**config.mk**
```make
export PLATFORM = sky130hd
export DESIGN_NAME = control_sequencer
export DESIGN_NICKNAME = d
export VERILOG_FILES = /design/src/rtl/cpu_pkg.sv /design/src/rtl/cs_decode.sv /design/src/rtl/control_sequencer.sv
export SDC_FILE = /design/constraint.sdc
export NUM_CORES = 1
export LEC_CHECK = 0
export ABC_AREA = 1
export CAP_MARGIN = 20
export CORE_MARGIN = 2
export CORE_UTILIZATION = 36
export CTS_BUF_LIST = sky130_fd_sc_hd__clkbuf_8
export DETAILED_ROUTE_END_ITERATION = 10
export GPL_TIMING_DRIVEN = 0
export PLACE_DENSITY_LB_ADDON = 0.05
export SYNTH_ARGS = -nofsm -noshare
export SYNTH_HDL_FRONTEND = slang
export SYNTH_SLANG_ARGS = --single-unit
```
**constraint.sdc**
```tcl
create_clock -name clk -period 2.4 [get_ports clk]
set_input_delay 0.48 -clock clk [delete_from_list [all_inputs] [get_ports clk]]
set_output_delay 0.48 -clock clk [all_outputs]
set_load 0.005 [all_outputs]
```
**src/rtl/cpu_pkg.sv**
```systemverilog
// Shared definitions for the hardwired control sequencer: opcodes, ALU codes, T-states, strobe bundle.
// MUL_DIV_EN adds mul/div to the set of multi-step opcodes.
package cpu_pkg;

  localparam int IR_W    = 32;
  localparam int OPC_LSB = 27;

  localparam logic [4:0] OPC_LD   = 5'b00000;
  localparam logic [4:0] OPC_LDI  = 5'b00001;
  localparam logic [4:0] OPC_ST   = 5'b00010;
  localparam logic [4:0] OPC_ADD  = 5'b00011;
  localparam logic [4:0] OPC_SUB  = 5'b00100;
  localparam logic [4:0] OPC_AND  = 5'b00101;
  localparam logic [4:0] OPC_OR   = 5'b00110;
  localparam logic [4:0] OPC_ADDI = 5'b01100;
  localparam logic [4:0] OPC_MUL  = 5'b01110;
  localparam logic [4:0] OPC_DIV  = 5'b01111;
  localparam logic [4:0] OPC_BR   = 5'b10010;
  localparam logic [4:0] OPC_NOP  = 5'b11010;
  localparam logic [4:0] OPC_HALT = 5'b11011;

  localparam logic [3:0] ALU_NOP = 4'd0;
  localparam logic [3:0] ALU_ADD = 4'd1;
  localparam logic [3:0] ALU_SUB = 4'd2;
  localparam logic [3:0] ALU_AND = 4'd3;
  localparam logic [3:0] ALU_OR  = 4'd4;
  localparam logic [3:0] ALU_MUL = 4'd5;
  localparam logic [3:0] ALU_DIV = 4'd6;

  typedef enum logic [3:0] {
    S_RST, S_T0, S_T1, S_T2, S_T3, S_T4, S_T5, S_T6, S_T7, S_HALT
  } state_e;

  typedef struct packed {
    logic pc_out;
    logic zlo_out;
    logic zhi_out;
    logic hi_out;
    logic lo_out;
    logic mdr_out;
    logic mar_enable;
    logic z_enable;
    logic lo_enable;
    logic hi_enable;
    logic pc_enable;
    logic mdr_enable;
    logic read;
    logic ir_enable;
    logic y_enable;
    logic pc_increment;
    logic c_sign_extended_out;
    logic con_enable;
    logic ram_write;
    logic r_in;
    logic r_out;
    logic gra;
    logic grb;
    logic grc;
    logic ba_out;
  } ctrl_t;

  // Final T-state of each opcode; anything unrecognised retires straight after fetch.
  function automatic state_e last_step(input logic [4:0] opc);
    case (opc)
      OPC_LD, OPC_ST:                                  last_step = S_T7;
      OPC_LDI, OPC_ADD, OPC_SUB, OPC_AND, OPC_OR,
      OPC_ADDI:                                        last_step = S_T5;
      OPC_BR:                                          last_step = S_T6;
`ifdef MUL_DIV_EN
      OPC_MUL, OPC_DIV:                                last_step = S_T6;
`endif
      default:                                         last_step = S_T2;
    endcase
  endfunction

endpackage

```
**src/rtl/cs_decode.sv**
```systemverilog
// Combinational strobe decode from (T-state, opcode, con_ff); mul/div steps exist only under MUL_DIV_EN.
// Zero latency; no backpressure.
module cs_decode
  import cpu_pkg::*;
(
  input  state_e     state_i,
  input  logic [4:0] opc_i,
  input  logic       con_ff_i,
  output ctrl_t      ctrl_o,
  output logic [3:0] alu_op_o,
  output logic       run_o,
  output logic       pc_init_o
);

  always_comb begin
    ctrl_o    = '0;
    alu_op_o  = ALU_NOP;
    run_o     = (state_i != S_RST) && (state_i != S_HALT);
    pc_init_o = (state_i == S_RST);
    case (state_i)
      S_T0: begin
        ctrl_o.pc_out       = 1'b1;
        ctrl_o.mar_enable   = 1'b1;
        ctrl_o.pc_increment = 1'b1;
        ctrl_o.z_enable     = 1'b1;
      end
      S_T1: begin
        ctrl_o.zlo_out    = 1'b1;
        ctrl_o.pc_enable  = 1'b1;
        ctrl_o.read       = 1'b1;
        ctrl_o.mdr_enable = 1'b1;
      end
      S_T2: begin
        ctrl_o.mdr_out   = 1'b1;
        ctrl_o.ir_enable = 1'b1;
      end
      S_T3: begin
        case (opc_i)
          OPC_LD, OPC_LDI, OPC_ST: begin
            ctrl_o.grb = 1'b1; ctrl_o.ba_out = 1'b1; ctrl_o.y_enable = 1'b1;
          end
          OPC_ADD, OPC_SUB, OPC_AND, OPC_OR, OPC_ADDI: begin
            ctrl_o.grb = 1'b1; ctrl_o.r_out = 1'b1; ctrl_o.y_enable = 1'b1;
          end
          OPC_BR: begin
            ctrl_o.gra = 1'b1; ctrl_o.r_out = 1'b1; ctrl_o.con_enable = 1'b1;
          end
`ifdef MUL_DIV_EN
          OPC_MUL, OPC_DIV: begin
            ctrl_o.gra = 1'b1; ctrl_o.r_out = 1'b1; ctrl_o.y_enable = 1'b1;
          end
`endif
          default: ;
        endcase
      end
      S_T4: begin
        case (opc_i)
          OPC_LD, OPC_LDI, OPC_ST, OPC_ADDI: begin
            ctrl_o.c_sign_extended_out = 1'b1; ctrl_o.z_enable = 1'b1; alu_op_o = ALU_ADD;
          end
          OPC_ADD, OPC_SUB, OPC_AND, OPC_OR: begin
            ctrl_o.grc = 1'b1; ctrl_o.r_out = 1'b1; ctrl_o.z_enable = 1'b1;
            case (opc_i)
              OPC_ADD: alu_op_o = ALU_ADD;
              OPC_SUB: alu_op_o = ALU_SUB;
              OPC_AND: alu_op_o = ALU_AND;
              default: alu_op_o = ALU_OR;
            endcase
          end
          OPC_BR: begin
            ctrl_o.pc_out = 1'b1; ctrl_o.y_enable = 1'b1;
          end
`ifdef MUL_DIV_EN
          OPC_MUL, OPC_DIV: begin
            ctrl_o.grb = 1'b1; ctrl_o.r_out = 1'b1; ctrl_o.z_enable = 1'b1;
            alu_op_o = (opc_i == OPC_MUL) ? ALU_MUL : ALU_DIV;
          end
`endif
          default: ;
        endcase
      end
      S_T5: begin
        case (opc_i)
          OPC_LD, OPC_ST: begin
            ctrl_o.zlo_out = 1'b1; ctrl_o.mar_enable = 1'b1;
          end
          OPC_LDI, OPC_ADD, OPC_SUB, OPC_AND, OPC_OR, OPC_ADDI: begin
            ctrl_o.zlo_out = 1'b1; ctrl_o.gra = 1'b1; ctrl_o.r_in = 1'b1;
          end
          OPC_BR: begin
            ctrl_o.c_sign_extended_out = 1'b1; ctrl_o.z_enable = 1'b1; alu_op_o = ALU_ADD;
          end
`ifdef MUL_DIV_EN
          OPC_MUL, OPC_DIV: begin
            ctrl_o.zlo_out = 1'b1; ctrl_o.lo_enable = 1'b1;
          end
`endif
          default: ;
        endcase
      end
      S_T6: begin
        case (opc_i)
          OPC_LD: begin
            ctrl_o.read = 1'b1; ctrl_o.mdr_enable = 1'b1;
          end
          OPC_ST: begin
            ctrl_o.gra = 1'b1; ctrl_o.r_out = 1'b1; ctrl_o.mdr_enable = 1'b1;
          end
          OPC_BR: begin
            // Branch taken only when the CON flip-flop is set during this step.
            ctrl_o.zlo_out = 1'b1; ctrl_o.pc_enable = con_ff_i;
          end
`ifdef MUL_DIV_EN
          OPC_MUL, OPC_DIV: begin
            ctrl_o.zhi_out = 1'b1; ctrl_o.hi_enable = 1'b1;
          end
`endif
          default: ;
        endcase
      end
      S_T7: begin
        case (opc_i)
          OPC_LD: begin
            ctrl_o.mdr_out = 1'b1; ctrl_o.gra = 1'b1; ctrl_o.r_in = 1'b1;
          end
          OPC_ST: ctrl_o.ram_write = 1'b1;
          default: ;
        endcase
      end
      default: ;
    endcase
  end

endmodule

```
**src/rtl/control_sequencer.sv**
```systemverilog
// Hardwired fetch/decode/execute sequencer driving Datapath strobes, one T-step per clock (MUL_DIV_EN adds mul/div).
// Moore outputs, zero latency from state; no backpressure, stop only acts on an instruction's last step.
module control_sequencer
  import cpu_pkg::*;
#(
  parameter int IR_W    = cpu_pkg::IR_W,
  parameter int OPC_LSB = cpu_pkg::OPC_LSB
) (
  input  logic            clk,
  input  logic            clr,
  input  logic [IR_W-1:0] ir,
  input  logic            con_ff,
  input  logic            stop,
  output logic            run,
  output logic            pc_init_enable,
  output logic [3:0]      alu_op,
  output logic            pc_out,
  output logic            zlo_out,
  output logic            zhi_out,
  output logic            hi_out,
  output logic            lo_out,
  output logic            mdr_out,
  output logic            mar_enable,
  output logic            z_enable,
  output logic            lo_enable,
  output logic            hi_enable,
  output logic            pc_enable,
  output logic            mdr_enable,
  output logic            read,
  output logic            ir_enable,
  output logic            y_enable,
  output logic            pc_increment,
  output logic            c_sign_extended_out,
  output logic            con_enable,
  output logic            ram_write,
  output logic            r_in,
  output logic            r_out,
  output logic            gra,
  output logic            grb,
  output logic            grc,
  output logic            ba_out
);

  state_e     state_q, state_d;
  logic [4:0] opc;
  ctrl_t      ctrl;
  logic       pc_init;
  logic       unused_ir;

  assign opc       = ir[OPC_LSB +: 5];
  assign unused_ir = ^ir;

  always_ff @(posedge clk or negedge clr) begin
    if (!clr) state_q <= S_RST;
    else      state_q <= state_d;
  end

  always_comb begin
    state_d = state_q;
    case (state_q)
      S_RST:  state_d = S_T0;
      S_HALT: state_d = S_HALT;
      default: begin
        if (state_q == S_T2 && opc == OPC_HALT)
          state_d = S_HALT;
        else if (state_q == last_step(opc))
          state_d = stop ? S_HALT : S_T0;
        else
          state_d = state_e'(state_q + 4'd1);
      end
    endcase
  end

  cs_decode u_decode (
    .state_i   (state_q),
    .opc_i     (opc),
    .con_ff_i  (con_ff),
    .ctrl_o    (ctrl),
    .alu_op_o  (alu_op),
    .run_o     (run),
    .pc_init_o (pc_init)
  );

  // Held in RST by clr the preset stays low; it pulses for the first cycle after release.
  assign pc_init_enable      = pc_init & clr;
  assign pc_out              = ctrl.pc_out;
  assign zlo_out             = ctrl.zlo_out;
  assign zhi_out             = ctrl.zhi_out;
  assign hi_out              = ctrl.hi_out;
  assign lo_out              = ctrl.lo_out;
  assign mdr_out             = ctrl.mdr_out;
  assign mar_enable          = ctrl.mar_enable;
  assign z_enable            = ctrl.z_enable;
  assign lo_enable           = ctrl.lo_enable;
  assign hi_enable           = ctrl.hi_enable;
  assign pc_enable           = ctrl.pc_enable;
  assign mdr_enable          = ctrl.mdr_enable;
  assign read                = ctrl.read;
  assign ir_enable           = ctrl.ir_enable;
  assign y_enable            = ctrl.y_enable;
  assign pc_increment        = ctrl.pc_increment;
  assign c_sign_extended_out = ctrl.c_sign_extended_out;
  assign con_enable          = ctrl.con_enable;
  assign ram_write           = ctrl.ram_write;
  assign r_in                = ctrl.r_in;
  assign r_out               = ctrl.r_out;
  assign gra                 = ctrl.gra;
  assign grb                 = ctrl.grb;
  assign grc                 = ctrl.grc;
  assign ba_out              = ctrl.ba_out;

endmodule

```
==> out/qor.csv, run 1 <==
metric,value,unit
status,"finished, violations left",
violations,negative setup slack,
dr_total_vias,1076,
synth.top_cell.area_share,15.41,%
largest_register,state_q,
fillers,212,
avgSynthCellArea,5.559,µm²
clk_pin_slew_worst_paths,0.03,ns
die_h,51.97,µm
core_area,0.002191,mm²
setup_viol,1,
wire_per_inst,10.73,µm
min_period_over_period,100.9,%
drv_cap,0,
antenna_found_initial,0,
pre_cts_ws,-0.5975,ns
clockBufferDepth,2,
placed_cell_area,0.001202,mm²
slew_violations,0,
max_freq,413.0,MHz
first_iter_violations,22,
r2r-start,state_q[2],
dieArea,0.002700,mm²
synth.area.top_cells,"nand2_1 15%, dfrtp_1 12%, nand3_1 9.7%",
first_pass_iters,4,
drive_above_1_share,35.96,%
required,1.92,ns
setup_slack,-0.02128,ns
dpl.hpwl,1834,µm
syn_to_final_growth,74.47,%
synth_warnings,0,
final_hold_viol_count,0,
fin_util,65.96,%
route.antenna.remaining_nets,0,
port_buffers,32,
syn_inst,149,
wl,2479,µm
drc,0,
hold_buffers,0,
leakage,0.7988,nW
skew,0.002130,ns
powerDensity,198.5,mW/mm²
stdcell_area,0.001445,mm²
grt_pass1_wl,4015,µm
fin_crit,2.421,ns
syn_area,828.3,µm²
top_regs,state_q x4,
seq_area_frac_synth,12.08,%
cts_buffers,3,
peakVddDrop,278.9,µV
track_usage,19.35,%
largest_reg_flops,4,
mostFrequentLayoutCells,"34 x nand2_1, 21 x buf_4, 19 x clkdlybuf4s50_1",
vias_per_cell,4.658,
hp-class,in2async,
ys_types,24,
root_buffer,clkbuf_8,
cp.arrival,1.94,ns
start_util,37.81,%
diodes,0,
rsz0062_at_grt,true,
worstSetupStartpoint,state_q[1],
grt_max_degree,10,
rows,17,
synth_seq_cells,4,
cts_tree,done,
routabilityCongestion,0.7967,
setup_tns,-0.02128,ns
final_common_cell,nand2_1,
ioPinCount,67,
gr-total-overflow,0,
fp.dieW,51.97,µm
critical_path_class,reg2out,
instances_no_fill,231,
synth_top_area_cell,nand2_1,
crit_fanout,4,
dp.cells,214,
cts.sinks,4,
fin_nets,245,
insertion_delay,0.21,ns
cp-end-kind,primary output,
grt_pass1_vias,983,
htree_levels,1,
start_kind,flip-flop,
==> worst max-delay path: stages (launching register included) <==
cell,delay (ns)
dfrtp_2,0.38
buf_4,0.12
buf_4,0.10
ha_2,0.18
nand3_2,0.11
or2_4,0.27
nand2_1,0.07
clkdlybuf4s50_1,0.49
==> Yosys cell counts <==
cell type	instances
xor2_1	1
nand3_1	16
nand2_2	7
ha_1	4
or2_2	2
o21ai_0	5
buf_4	6
nor2_1	19
nor2_2	5
conb_1	1
nand2_1	34
o21ai_1	4
clkinv_1	1
inv_1	21
o221ai_1	1
buf_6	1
nand4_1	3
inv_2	4
a31oi_1	1
dfrtp_1	4
nand3_2	3
nor3_1	3
nor2_4	1
a21oi_1	2
==> report_power, final <==
group	leakage, nW	switching [mW]	internal, mW
Combinational	0.734	0.0456	0.0341
Clock	0.0216	0.0325	0.107
Sequential	0.0435	0	0.0679
Total	0.799	0.0781	0.209
==> timing repair <==
item | in CTS | in global routing
pin swaps | 4 | 5
setup buffers | 10 | 4
resized for setup | 45 | 19
endpoints found under the setup margin | 21 | 13
==> path summary, 6_finish.rpt <==
path | to | slack [ns] | cells after the start
max in group asynchronous | state_q[0] | 1.73 | 1
worst max-delay path | r_in | -0.02 | 7
worst max register to register | state_q[2] | 0.94 | 8
worst min-delay path | state_q[3] | 0.48 | 1
worst min register to register | state_q[2] | 0.67 | 2
min in group clk | state_q[2] | 0.67 | 2
==> final cells by class <==
type	count	area, µm²	area share (%)
multi-input combinational	117	694.4	48.05
timing repair buffer	46	415.4	28.74
sequential	4	102.6	7.100
inverter	26	100.1	6.926
buffer	7	56.30	3.896
clock buffer	3	41.29	2.857
tap	28	35.03	2.424
==> per-layer routing <==
metal | track usage (%) | routed length [µm]
met1 | 24.48 | 1129
met4 | 2.632 | 0
met3 | 4.023 | 158
met5 | 0 | 0
met2 | 34.18 | 1192
==> stage by stage <==
step | power, mW | hold slack [ns]
2_1_floorplan | 0.1119 | 0.1844
3_3_place_gp | 0.1359 | 0.5823
3_5_place_dp | 0.1365 | 0.5786
4_1_cts | 0.2844 | 0.4793
5_1_grt | 0.3038 | 0.4952
6_report | 0.2868 | 0.4773
==> logic make-up after synthesis <==
family          after synthesis  synth area share (%)
fa+ha+maj                     4                 6.043
compound gates               13                 8.460
other cells                   1                0.4527
buf+inv                      33                 18.58
flops                         4                 12.09
simple gates                 93                 53.32
xor+xnor                      1                 1.058
No activity file was read; power rests on OpenSTA's default activity.
==> inputs of run 2 (changes only) <==
==> constraint.sdc (replaced) <==
create_clock -name clk -period 2.4 [get_ports clk]
set_input_delay 0.48 -clock clk [delete_from_list [all_inputs] [get_ports clk]]
set_output_delay 0.48 -clock clk [all_outputs]
set_load 0.02 [all_outputs]
==> out/qor.csv, run 2 (synthesized netlist as in run 1, its figures left out) <==
metric,value,unit
status,completed,
dr_total_vias,1024,
track_usage,17.73,%
pre_cts_ws,-0.7004,ns
grt_pass1_vias,923,
seq_power_share,23.9,%
root_buffer,clkbuf_8,
fp.dieW,51.97,µm
core_area,0.002191,mm²
clk_pin_slew_worst_paths,0.03,ns
fin_total_pwr,284.4,µW
max_freq,434.4,MHz
route.antenna.remaining_nets,0,
cts.sinks,4,
worstReg2RegEnd,state_q[2],
start_kind,input port,
rsz0062_at_grt,true,
skew,0.002420,ns
clockBufferDepth,2,
die_h,51.97,µm
syn_to_final_growth,50.30,%
gr-total-overflow,0,
final_hold_viol_count,0,
wl,2248,µm
p_comb_share,27.2,%
routabilityCongestion,0.7967,
first_iter_violations,18,
fin_crit,2.302,ns
grt_max_degree,10,
worstSetupStartpoint,clr,
p_switching,79.35,µW
fin_nets,236,
vias_per_cell,4.613,
drc,0,
min_period_over_period,95.92,%
start_util,37.81,%
stdcell_area,0.001245,mm²
r2r_setup_slack,0.96,ns
pwr-share-clk,48.9,%
drive_above_1_share,26.80,%
wire_per_inst,10.13,µm
mostFrequentLayoutCells,"34 x nand2_1, 20 x inv_1, 17 x nor2_1",
hp-class,in2async,
rows,17,
largest_register,state_q,
dpl.hpwl,1834,µm
r2r-start,state_q[2],
htree_levels,1,
final_common_cell,nand2_1,
ioPinCount,67,
crit_end,pc_init_enable,
antenna_found_initial,0,
setup_tns,0,ns
placed_cell_area,0.001202,mm²
slew_violations,0,
critical_path_class,in2out,
required,1.92,ns
setup_slack,0.09785,ns
first_pass_iters,4,
insertion_delay,0.21,ns
internal-power,205.0,µW
top_regs,state_q x4,
ff2ff_path_depth,8,
largest_reg_flops,4,
crit_fanout,5,
setup_viol,0,
cts_buffers,3,
diodes,0,
cts_tree,done,
leakage,0.7043,nW
port_buffers,32,
drv_cap,0,
hold_buffers,0,
grt_pass1_wl,3705,µm
switching_share,27.90,%
cp.arrival,1.82,ns
dieArea,0.002700,mm²
fin_util,56.82,%
cp-end-kind,primary output,
powerDensity,228.4,mW/mm²
peakVddDrop,280.5,µV
run 2: cell count changes in the layout (fill, tap and decap cells not counted), sizes merged:
cell           previous run  this run
clkdlybuf4s50            19         7
dlymetal6s2s              5         0
clkdlybuf4s15             0         3
clkbuf                    3         6
dlygate4sd2               4        14
buf                      25        17
run 2: how the worst min path moves through the flow:
stage,from,endpoint,slack (ns)
2_1_floorplan,clr,state_q[0],0.18
3_3_place_gp,state_q[0],state_q[0],0.58
3_5_place_dp,state_q[0],state_q[0],0.58
4_1_cts,clr,state_q[3],0.48
5_1_grt,clr,state_q[2],0.50
6_report,clr,state_q[3],0.48
run 2: area by class of cell:
cell class / instances / area [µm²]
clock buffer: 3 / 41.29
inverter: 26 / 97.59
buffer: 7 / 56.30
timing repair buffer: 37 / 304.0
sequential: 4 / 100.1
multi-input combinational: 117 / 610.6
fill: 260 / 945.9
tap: 28 / 35.03
run 2: repair_timing:
item                                    CTS  global route
cloned                                    0             0
resized for setup                        47            13
endpoints found under the setup margin   21            13
pin swaps                                 2             2
endpoints found under the hold margin     0             0
setup buffers                             5             0
run 2: power groups by stage:
stage,combinational (mW),sequential (mW),clock [mW]
3_3_place_gp,0.0738,0.0687,0
3_5_place_dp,0.0744,0.0687,0
4_1_cts,0.0773,0.0679,0.143
2_1_floorplan,0.0498,0.0687,0
6_report,0.0774,0.0679,0.139
5_1_grt,0.0852,0.0679,0.148
run 2: layer usage:
| metal | global-route usage [%] | vias to the layer above | routed length [µm] |
|---|---|---|---|
| li1 | - | 546 | - |
| met4 | 1.754 | 0 | 0 |
| met1 | 23.60 | 439 | 1040 |
| met2 | 30.17 | 39 | 1021 |
| met3 | 3.736 | 0 | 186 |
| met5 | 0 | - | 0 |
run 2: stage by stage:
step / cells / hold slack [ns]
3_3_place_gp: 214 / 0.5823
5_1_grt: 222 / 0.4956
3_5_place_dp: 214 / 0.5786
6_report: 222 / 0.4778
2_1_floorplan: 154 / 0.1844
4_1_cts: 222 / 0.4794
run 2: worst max-delay path, stage by stage:
cell	delay, ns
clkdlybuf4s50_1	0.57
inv_1	0.06
nor2_1	0.10
clkdlybuf4s50_1	0.61
